`src/rtl/lsu.sv`:
```
// Load/store unit: accepts one instruction at a time from execute, issues a
// single aligned 64-bit memory request for loads/stores, aligns and extends
// load data, and hands the result to writeback over valid/ready.
// Optional feature macro: LSU_MISALIGN_TRAP_EN (misaligned accesses trap
// instead of being rounded down to size alignment; adds port wb_exc).
module lsu #(
  parameter int XLEN = 64
) (
  input  logic            clk,
  input  logic            rst_n,
  input  logic            ex_valid,
  output logic            ex_ready,
  input  logic [XLEN-1:0] ex_addr,
  input  logic [XLEN-1:0] ex_wdata,
  input  logic [2:0]      ex_funct3,
  input  logic            ex_is_load,
  input  logic            ex_is_store,
  input  logic [4:0]      ex_rd,
  output logic            mem_req,
  input  logic            mem_gnt,
  output logic            mem_we,
  output logic [XLEN-1:0] mem_addr,
  output logic [XLEN-1:0] mem_wdata,
  output logic [7:0]      mem_wmask,
  input  logic            mem_rvalid,
  input  logic [XLEN-1:0] mem_rdata,
  output logic            wb_valid,
  input  logic            wb_ready,
  output logic [4:0]      wb_rd,
  output logic [XLEN-1:0] wb_data,
`ifdef LSU_MISALIGN_TRAP_EN
  output logic            wb_exc,
`endif
  output logic            wb_we
);

  localparam logic [1:0] IDLE = 2'd0;
  localparam logic [1:0] REQ  = 2'd1;
  localparam logic [1:0] WAIT = 2'd2;
  localparam logic [1:0] RESP = 2'd3;

  logic [1:0]      state_reg;
  logic [2:0]      funct3_reg;
  logic            is_load_reg;
  logic [2:0]      off_reg;

  logic [2:0]      size_m1;
  logic [7:0]      base_mask;
  logic [XLEN-1:0] rep_data;
  logic [2:0]      off;
  logic            misaligned;
  logic            is_mem;
  logic [XLEN-1:0] shifted;
  logic [XLEN-1:0] load_data;

  // Handshake outputs are pure decodes of the state register.
  assign ex_ready = (state_reg == IDLE);
  assign mem_req  = (state_reg == REQ);
  assign wb_valid = (state_reg == RESP);

  // Decode access size of the incoming instruction: lane mask and replicated store data.
  always_comb begin
    size_m1   = 3'd7;
    base_mask = 8'hFF;
    rep_data  = ex_wdata;
    case (ex_funct3[1:0])
      2'b00: begin size_m1 = 3'd0; base_mask = 8'h01; rep_data = {(XLEN/8){ex_wdata[7:0]}};  end
      2'b01: begin size_m1 = 3'd1; base_mask = 8'h03; rep_data = {(XLEN/16){ex_wdata[15:0]}}; end
      2'b10: begin size_m1 = 3'd3; base_mask = 8'h0F; rep_data = {(XLEN/32){ex_wdata[31:0]}}; end
      default: begin size_m1 = 3'd7; base_mask = 8'hFF; rep_data = ex_wdata; end
    endcase
  end

  // Misaligned offsets are rounded down to the access size (only reached
  // without the trap option; with it, misaligned accesses never issue).
  assign is_mem     = ex_is_load | ex_is_store;
  assign misaligned = (ex_addr[2:0] & size_m1) != 3'd0;
  assign off        = ex_addr[2:0] & ~size_m1;

  // Shift the selected lane down and truncate/extend according to funct3.
  assign shifted = mem_rdata >> {off_reg, 3'b000};
  always_comb begin
    load_data = shifted;
    case (funct3_reg)
      3'b000: load_data = {{(XLEN-8){shifted[7]}},   shifted[7:0]};
      3'b001: load_data = {{(XLEN-16){shifted[15]}}, shifted[15:0]};
      3'b010: load_data = {{(XLEN-32){shifted[31]}}, shifted[31:0]};
      3'b100: load_data = {{(XLEN-8){1'b0}},         shifted[7:0]};
      3'b101: load_data = {{(XLEN-16){1'b0}},        shifted[15:0]};
      3'b110: load_data = {{(XLEN-32){1'b0}},        shifted[31:0]};
      default: load_data = shifted;
    endcase
  end

  // Main FSM: latch on accept, hold request until grant, capture response, hold result until taken.
  always_ff @(posedge clk) begin
    if (!rst_n) begin
      state_reg   <= IDLE;
      funct3_reg  <= 3'd0;
      is_load_reg <= 1'b0;
      off_reg     <= 3'd0;
      mem_we      <= 1'b0;
      mem_addr    <= '0;
      mem_wdata   <= '0;
      mem_wmask   <= 8'h00;
      wb_rd       <= 5'd0;
      wb_data     <= '0;
      wb_we       <= 1'b0;
`ifdef LSU_MISALIGN_TRAP_EN
      wb_exc      <= 1'b0;
`endif
    end else begin
      case (state_reg)
        IDLE: begin
          if (ex_valid) begin
            funct3_reg  <= ex_funct3;
            is_load_reg <= ex_is_load;
            off_reg     <= off;
            mem_we      <= ex_is_store;
            mem_addr    <= {ex_addr[XLEN-1:3], 3'b000};
            mem_wdata   <= ex_is_store ? rep_data : '0;
            mem_wmask   <= ex_is_store ? (base_mask << off) : 8'h00;
            wb_rd       <= ex_rd;
            wb_data     <= ex_addr;
            wb_we       <= ~ex_is_store & (ex_rd != 5'd0);
            state_reg   <= is_mem ? REQ : RESP;
`ifdef LSU_MISALIGN_TRAP_EN
            wb_exc      <= 1'b0;
            if (is_mem && misaligned) begin
              wb_exc    <= 1'b1;
              wb_we     <= 1'b0;
              state_reg <= RESP;
            end
`endif
          end
        end
        REQ: begin
          if (mem_gnt) state_reg <= WAIT;
        end
        WAIT: begin
          if (mem_rvalid) begin
            wb_data   <= is_load_reg ? load_data : '0;
            state_reg <= RESP;
          end
        end
        default: begin
          if (wb_ready) state_reg <= IDLE;
        end
      endcase
    end
  end

`ifndef LSU_MISALIGN_TRAP_EN
  // Misalignment only matters when trapping; keep the net referenced.
  logic unused_misaligned;
  assign unused_misaligned = misaligned;
`endif

endmodule

```
`config.mk`:
```
export PLATFORM = sky130hd
export DESIGN_NAME = lsu
export DESIGN_NICKNAME = d
export VERILOG_FILES = /design/src/rtl/lsu.sv
export SDC_FILE = /design/constraint.sdc
export NUM_CORES = 1
export LEC_CHECK = 0
export ABC_AREA = 0
export BUFFER_PORTS_ARGS = -buffer_cell sky130_fd_sc_hd__buf_2
export CAP_MARGIN = 20
export CORE_MARGIN = 5
export CORE_UTILIZATION = 46
export CTS_BUF_LIST = sky130_fd_sc_hd__clkbuf_4
export CTS_CLUSTER_SIZE = 28
export DETAILED_ROUTE_END_ITERATION = 8
export PLACE_DENSITY_LB_ADDON = 0.08
export SLEW_MARGIN = 20
export SYNTH_ARGS = -nofsm -noshare
export SYNTH_HDL_FRONTEND = slang
export SYNTH_SLANG_ARGS = --single-unit
export TNS_END_PERCENT = 100
```
`constraint.sdc`:
```
create_clock -name clk -period 2.1 [get_ports clk]
set_clock_uncertainty 0.1 [all_clocks]
set_input_delay 0.105 -clock clk [delete_from_list [all_inputs] [get_ports clk]]
set_output_delay 0.105 -clock clk [all_outputs]
set_load 0.03 [all_outputs]
```
==> impl_results.md, run 1 <==
* Seq/Total Area, Yosys at 37.95%
* CP Max Fanout at 16
* Vias in the first global route at around 13,000
* Cells after Synth at roughly 1,400
* Power share of the clock group at 19.3%
* I/O Buffers at 414
* Slew @ Worst Pin at 0.5944 ns
* Period minus WS final at approximately 2.1 ns
* Sequential power share at 28.5%
* Fraction of layout cells with a size suffix above 1 at between 30 and 40%
* Fmax at 473.4 MHz
* WS Path Type: flip-flop to flip-flop
* Seq cells post-synth at ~210
* Switching power share of the total at 44.82%
* Crit start category: flip-flop
* Clock buffer count from CTS at 58
* Initial core utilization at 46.47%
* Slew Limit Fails at 0
* R2r setup slk at -0.01 ns
* Status: complete, but fails checks
* Vias post-DR at ~13,000
* Clk sinks at between 200 and 250
* Top-count cell post-synth: nand2_1
* CTS tree: done
* CP arrival at 2.56 ns
* Most frequent cells after synthesis: nand2_1 (241), dfxtp_1 (213), o21ai_0 (117)
* Critical Path Sink Type: flip-flop
* Drt wl/cell at between 20 and 25 µm
* Clock Latency Late Sink at 0.68 ns
* Reg2Reg Depth at 7
* Total GRT Usage at approximately 33%
* Die area at 27,650 µm²
* Power Density at around 1200 nW/µm²
* Endpoints failing setup at 5
* Syn Std Cell Area at 11,240 µm²
* Comb power frac at between 50% and 60%
* Area Growth Syn to Fin at 51.88%
* Area leader, netlist: dfxtp_1
* First DRT Iteration DRCs at 1,239
* Sw power at approximately 0.0089 W
* Ys flop type: dfxtp_1
* Die Ht at around 170 µm
* Yosys warning total at 0
* Relative slew slack at 60.20%
* Leakage at around 7.5 nW
* Power Internal at around 0.011 W
* Clock Tree Buf Depth at 3
* Initial antenna violation count at 1
* Clock-pin slew on the worst setup and hold paths at about 0.06 ns
* Fraction of registers with async set or reset after synthesis at 0%
* Synth cell types at 55
* Area contributors post-synth: dfxtp_1 (38%), nand2_1 (8.1%), mux2i_1 (7.6%)
* Grt total ovfl at 0
* Peak VDD IR at approximately 0.80 mV
* Vias/cell at 5.624
* Placed cell areas at approximately 14,000 µm²
* Placer Congestion at 0.9511
* CTS root buf: clkbuf_4
* Failing checks: setup timing
* TritonRoute pass-1 iters at 5
* Row count at 57
* Largest regs: mem_wdata: 64 flops, wb_data: 64 flops, mem_addr: 61 flops
* Routed Wire Length at approximately 50,000 µm
* Worst Hold Path Cells at 6
* Hold Fails Final Rpt at 0
* Syn avg cell area at 8.268 µm²
* Final worst slack at -0.01229 ns
* Layout Nets at 2,205
* Final Instance Area at roughly 17,000 µm²
* Worst EP required at ~2.6 ns
* Final HPWL DP at approximately 33,000 µm
* Placement Setup Slack at -0.01818 ns
* Hold WC Path Type: input port to flip-flop
* # DRC at 0
* H-tree levels at 2
* Global-route wire length before repair at 73,960 µm
* Post-synth top area share at a little under two fifths
* Die Wd at between 150 and 200 µm
* Largest net degree at the start of global routing at between 100 and 150
* Final Cycle Share at 100.6%
* Antenna viol nets, final at 0
* RSZ-0062 raised after global routing: yes
* Post-synth EDFFs at 0
* Core area at about 24,000 µm²
* I/O pin total at between 400 and 500
* Max-capacitance violation count at 0
[cell families (layout without fill, tap and decap cells)]
kind of cell,count (synthesis),after routing,share of synthesized area [%]
adders and majority gates,4,4,0.4455
other,1,4,0.03338
AOI/OAI and AO/OA,476,476,27.96
buffers and inverters,134,808,5.423
and+or+nand+nor,412,412,16.39
xor gates and xnor gates,1,1,0.07797
muxes,118,118,11.71
DFF,213,213,37.95
[placed cells by master (no fill, tap or decap), drive strengths merged, types with 6 or more instances in the layout]
master,instances
buf,502
nand2,241
dfxtp,213
dlygate4sd3,191
o21ai,117
a21boi,107
clkbuf,91
a21oi,91
mux2i,85
nor2,49
nor2b,31
o22ai,31
and2,30
mux2,25
o211ai,24
nand3,21
or3,18
o221ai,16
o31ai,16
a211oi,15
clkinv,12
inv,11
nor3,9
mux4,8
o2111ai,8
a2bb2oi,7
a21o,7
a31oi,7
o221a,7
nand2b,6
a221o,6
a22oi,6
[worst paths after layout]
check | startpoint | endpoint
max | off_reg[1] | wb_data[50]
max reg2reg | off_reg[1] | wb_data[50]
min | mem_rdata[4] | wb_data[4]
min reg2reg | mem_wdata[56] | mem_wdata[56]
[per-stage QoR]
step	power, W	cells	hold WS, ns	util [%]	setup TNS (ns)
2_1_floorplan	0.01134	1361	0.1499	-	0
3_3_place_gp	0.01445	2046	0.2673	57.51	0
3_5_place_dp	0.01452	2046	0.2783	57.51	-0.03658
4_1_cts	0.01880	2343	0.01375	68.96	-0.05838
5_1_grt	0.02081	2360	0.05334	70.58	-1.522
6_report	0.01977	2360	0.06272	70.58	-0.01650
[power groups by stage]
stage          clock network [W]  logic [W]  registers [W]
2_1_floorplan                  0    0.00397        0.00737
3_3_place_gp                   0    0.00881        0.00564
3_5_place_dp                   0    0.00887        0.00565
4_1_cts                  0.00388    0.00933        0.00558
5_1_grt                  0.00414     0.0109        0.00573
6_report                 0.00381     0.0103        0.00562
[routing by layer]
metal	part of all wire, %	track usage, %	vias up
li1	-	-	6179
met1	38	38.12	6189
met2	48	56.48	726
met3	7.9	7.712	178
met4	5.6	16.19	0
met5	0	0	-
[final cells by class]
cell class	instances	area [µm²]
inverter	10	40.04
sequential	213	4279
timing repair buffer	696	4956
antenna	1	2.502
tap	324	405.4
multi-input combinational	1014	6643
fill	1967	7112
clock buffer	88	660.6
clock inverter	14	78.83
[worst max-delay path: stages (launching register included)]
cell and delay, ns:
dfxtp_4 0.42, mux2_4 0.36, a22oi_4 0.24, a211oi_4 0.10
a2111oi_4 0.33, buf_4 0.18, buf_12 0.14, o31ai_1 0.10
[repair_timing]
| item | in CTS | in global routing |
|---|---|---|
| resized for setup | 14 | 54 |
| buffers inserted | 3 | 12 |
| gates cloned | 1 | 4 |
| pin swaps | 2 | 9 |
| hold endpoints to repair | 213 | 0 |
| hold buffers | 191 | 0 |
| setup endpoints to repair | 42 | 47 |
No activity file was read; power rests on OpenSTA's default activity.
==> run 2, diff against run 1 <==
--- a/config.mk
+++ b/config.mk
@@ -14,6 +14,7 @@
 export CTS_CLUSTER_SIZE = 28
 export DETAILED_ROUTE_END_ITERATION = 8
 export PLACE_DENSITY_LB_ADDON = 0.08
+export REMOVE_ABC_BUFFERS = 1
 export SLEW_MARGIN = 20
 export SYNTH_ARGS = -nofsm -noshare
 export SYNTH_HDL_FRONTEND = slang
==> run 2 against run 1 <==
Effect of this change:
- the flow now finishes without violations
- cell count grew 1.8%
- count of clock-buffer cells in the layout grew 1
- first-iteration DRC count shrank 4.7%
- critical endpoint is now wb_data[40]
- largest power group unchanged
- combinational power is essentially flat
- global-route usage shrank 0.26 points
- worst hold slack lost 0.022 ns
- non-clock buffer count grew 42
- sequential power is essentially flat
- highest routed layer is now met5
==> impl_results.md, run 2 (synthesis gave the netlist of run 1 again) <==
* Hold WC Path Type: input port to flip-flop
* Clk sinks at 213 (unchanged)
* Antenna viol nets, final at 0 (unchanged)
* Final Cycle Share at 98.50% (-2.1 points)
* Most frequent cells in the layout: buf_2 (413), nand2_1 (238), dfxtp_1 (207)
* Routed Wire Length at 49,390 µm (+0.97%)
* Clock-pin slew on the worst setup and hold paths at 0.07 ns (about the same)
* Die area at 27,650 µm² (unchanged)
* TritonRoute pass-1 iters at 6 (+1)
* Worst Setup SP: off_reg[1]
* Vias in the first global route at 13,469 (+2.7%)
* Final HPWL DP at 33,420 µm (+1.3%)
* Placer Congestion at 0.9359 (-1.6%)
* Vias post-DR at 13,322 (+0.38%)
* Drt wl/cell at 20.56 µm (-0.79%)
* Fmax at 483.5 MHz (+2.1%)
* Clock buffer count from CTS at 58 (unchanged)
* I/O pin total at 418 (unchanged)
* Largest net degree at the start of global routing at 107 (-2.7%)
* Most numerous cell on the critical path: buf_6
* WS Path Type: flip-flop to flip-flop
* R2r setup slk at 0.03 ns (+0.04 ns)
* Post-Route Utilization at 71.49% (+0.91 points)
* CP max stage cell: dfxtp_4
* Endpoints failing setup at 0 (-5)
* Clock Latency Late Sink at 0.70 ns (+0.02 ns)
* CTS root buf: clkbuf_4
* Area Growth Syn to Fin at 53.83%
* Row count at 57 (unchanged)
* Reg2Reg Depth at 7 (unchanged)
* Status: complete, no violations
* CP arrival at 2.54 ns (-0.02 ns)
* CP Max Fanout at 8 (-8)
* Power Density at 1144 nW/µm² (-1.3%)
* Total GRT Usage at 32.46% (-0.26 points)
* Slew @ Worst Pin at 0.5752 ns (-0.01917 ns)
* Global-route wire length before repair at 73,490 µm (-0.64%)
* Cell breakdown of the critical path: mux2_2 > o2bb2ai_2 > a211oi_4 > a2111oi_4 > buf_6 > buf_6 > o31ai_1
* Initial antenna violation count at 8 (+7)
* Hold Fails Final Rpt at 0 (unchanged)
* First DRT Iteration DRCs at 1,181 (-4.7%)
* Slew Limit Fails at 0 (unchanged)
* Most common cell after layout, fill and taps aside: buf_2
* Worst EP required at 2.57 ns (+0.02 ns)
* Grt total ovfl at 0 (unchanged)
* I/O Buffers at 414 (unchanged)
* Vias/cell at 5.546 (-1.4%)
* # DRC at 0 (unchanged)
* Crit start category: flip-flop
* R2R Path Start: off_reg[1]
* CTS tree: done
* FF-to-FF End: wb_data[40]
* Largest regs: mem_wdata: 64 flops, wb_data: 64 flops, mem_addr: 61 flops
* Max-capacitance violation count at 0 (unchanged)
* Period minus WS final at 2.068 ns (-0.04389 ns)
* Die Ht at 166.3 µm (unchanged)
* RSZ-0062 raised after global routing: yes
* Critical Path Sink Type: flip-flop
* Layout Nets at 2,247 (+1.9%)
* Relative slew slack at 61.51% (+1.3 points)
* Leakage at 7.629 nW (+1.8%)
* Worst setup path endpoint: wb_data[40]
* H-tree levels at 2 (unchanged)
* Fillers at 1,921 (-2.3%)
* Fraction of layout cells with a size suffix above 1 at 34.12% (+0.17 points)
* Initial core utilization at 46.47% (unchanged)
* Setup_tns at 0 ns (+0.01650 ns)
* Core area at 24,180 µm² (unchanged)
* Peak VDD IR at 0.7940 mV (-1.2%)
* Clock Tree Buf Depth at 3 (unchanged)
* Die Wd at 166.3 µm (unchanged)
* Slowest cell delay on critical path at 0.41 ns (about the same)
[run 2: cell types whose count changed in the layout (fill, tap and decap cells not counted), sizes merged]
cell | before | now
buf | 502 | 529
clkinvlp | 0 | 1
bufinv | 1 | 0
clkbuf | 91 | 95
dlymetal6s4s | 0 | 1
clkinv | 12 | 7
inv | 11 | 10
diode | 1 | 6
dlygate4sd3 | 191 | 202
[run 2: report_power, final]
group | total [W] | internal [W] | switching (W)
combinational | 0.0105 | 0.00397 | 0.00650
clock | 0.00369 | 0.00190 | 0.00179
sequential | 0.00561 | 0.00503 | 0.000585
[run 2: what timing repair did]
| action | 4_1_cts | 5_1_grt |
|---|---|---|
| gates resized for setup | 2 | 54 |
| pin swaps | 0 | 7 |
| buffers inserted | 0 | 21 |
| endpoints found under the hold margin | 213 | 0 |
| hold buffers | 205 | 0 |
| endpoints found under the setup margin | 18 | 91 |
| cloned | 0 | 8 |
[run 2: worst min path at each step]
stage,to,cells past startpoint,startpoint
3_3_place_gp,wb_rd[3],3,ex_rd[3]
3_5_place_dp,mem_addr[35],3,ex_addr[35]
2_1_floorplan,mem_wdata[10],1,rst_n
6_report,wb_data[19],6,mem_rdata[19]
5_1_grt,wb_data[12],6,mem_rdata[12]
4_1_cts,wb_data[24],6,mem_rdata[32]
[run 2: stage by stage]
| step | setup slack [ns] | power, W | hold WS [ns] | cells | instance area (µm²) |
|---|---|---|---|---|---|
| after floorplan | -2.321 | 0.01080 | 0.1267 | 1237 | 10670 |
| after global placement | 0.01111 | 0.01450 | 0.2656 | 2067 | 14050 |
| after detailed placement | -0.04710 | 0.01463 | 0.2761 | 2067 | 14050 |
| after CTS | 0.01199 | 0.01873 | 0.0006633 | 2369 | 16810 |
| after global routing | -0.1485 | 0.02083 | 0.06078 | 2402 | 17280 |
| final | 0.03160 | 0.01977 | 0.04062 | 2402 | 17280 |
[run 2: metal layers]
layer / up-vias / wire length (µm) / global-route usage [%]
met5: - / 25 / 0
met4: 4 / 2542 / 15.94
met3: 155 / 4369 / 9.426
met2: 678 / 23340 / 54.85
met1: 6227 / 19110 / 37.75
li1: 6258 / - / -
[run 2: critical path: cells and delay by family, from the launching register on]
family,cells,cell delay (ns)
multiplexers,1,0.38
flip-flops,1,0.41
buffers and inverters,2,0.35
AO/OA/AOI/OAI,4,0.70
[run 2: layout make-up]
class | instances | area [µm²] | share of cell area (%)
Clock inverter | 8 | 38.79 | 0.2244
Timing Repair Buffer | 738 | 5351 | 30.96
Antenna cell | 6 | 15.01 | 0.08687
Multi-Input combinational cell | 1014 | 6491 | 37.56
Tap cell | 324 | 405.4 | 2.345
Sequential cell | 213 | 4277 | 24.74
Clock buffer | 89 | 668.1 | 3.866
Inverter | 10 | 37.54 | 0.2172
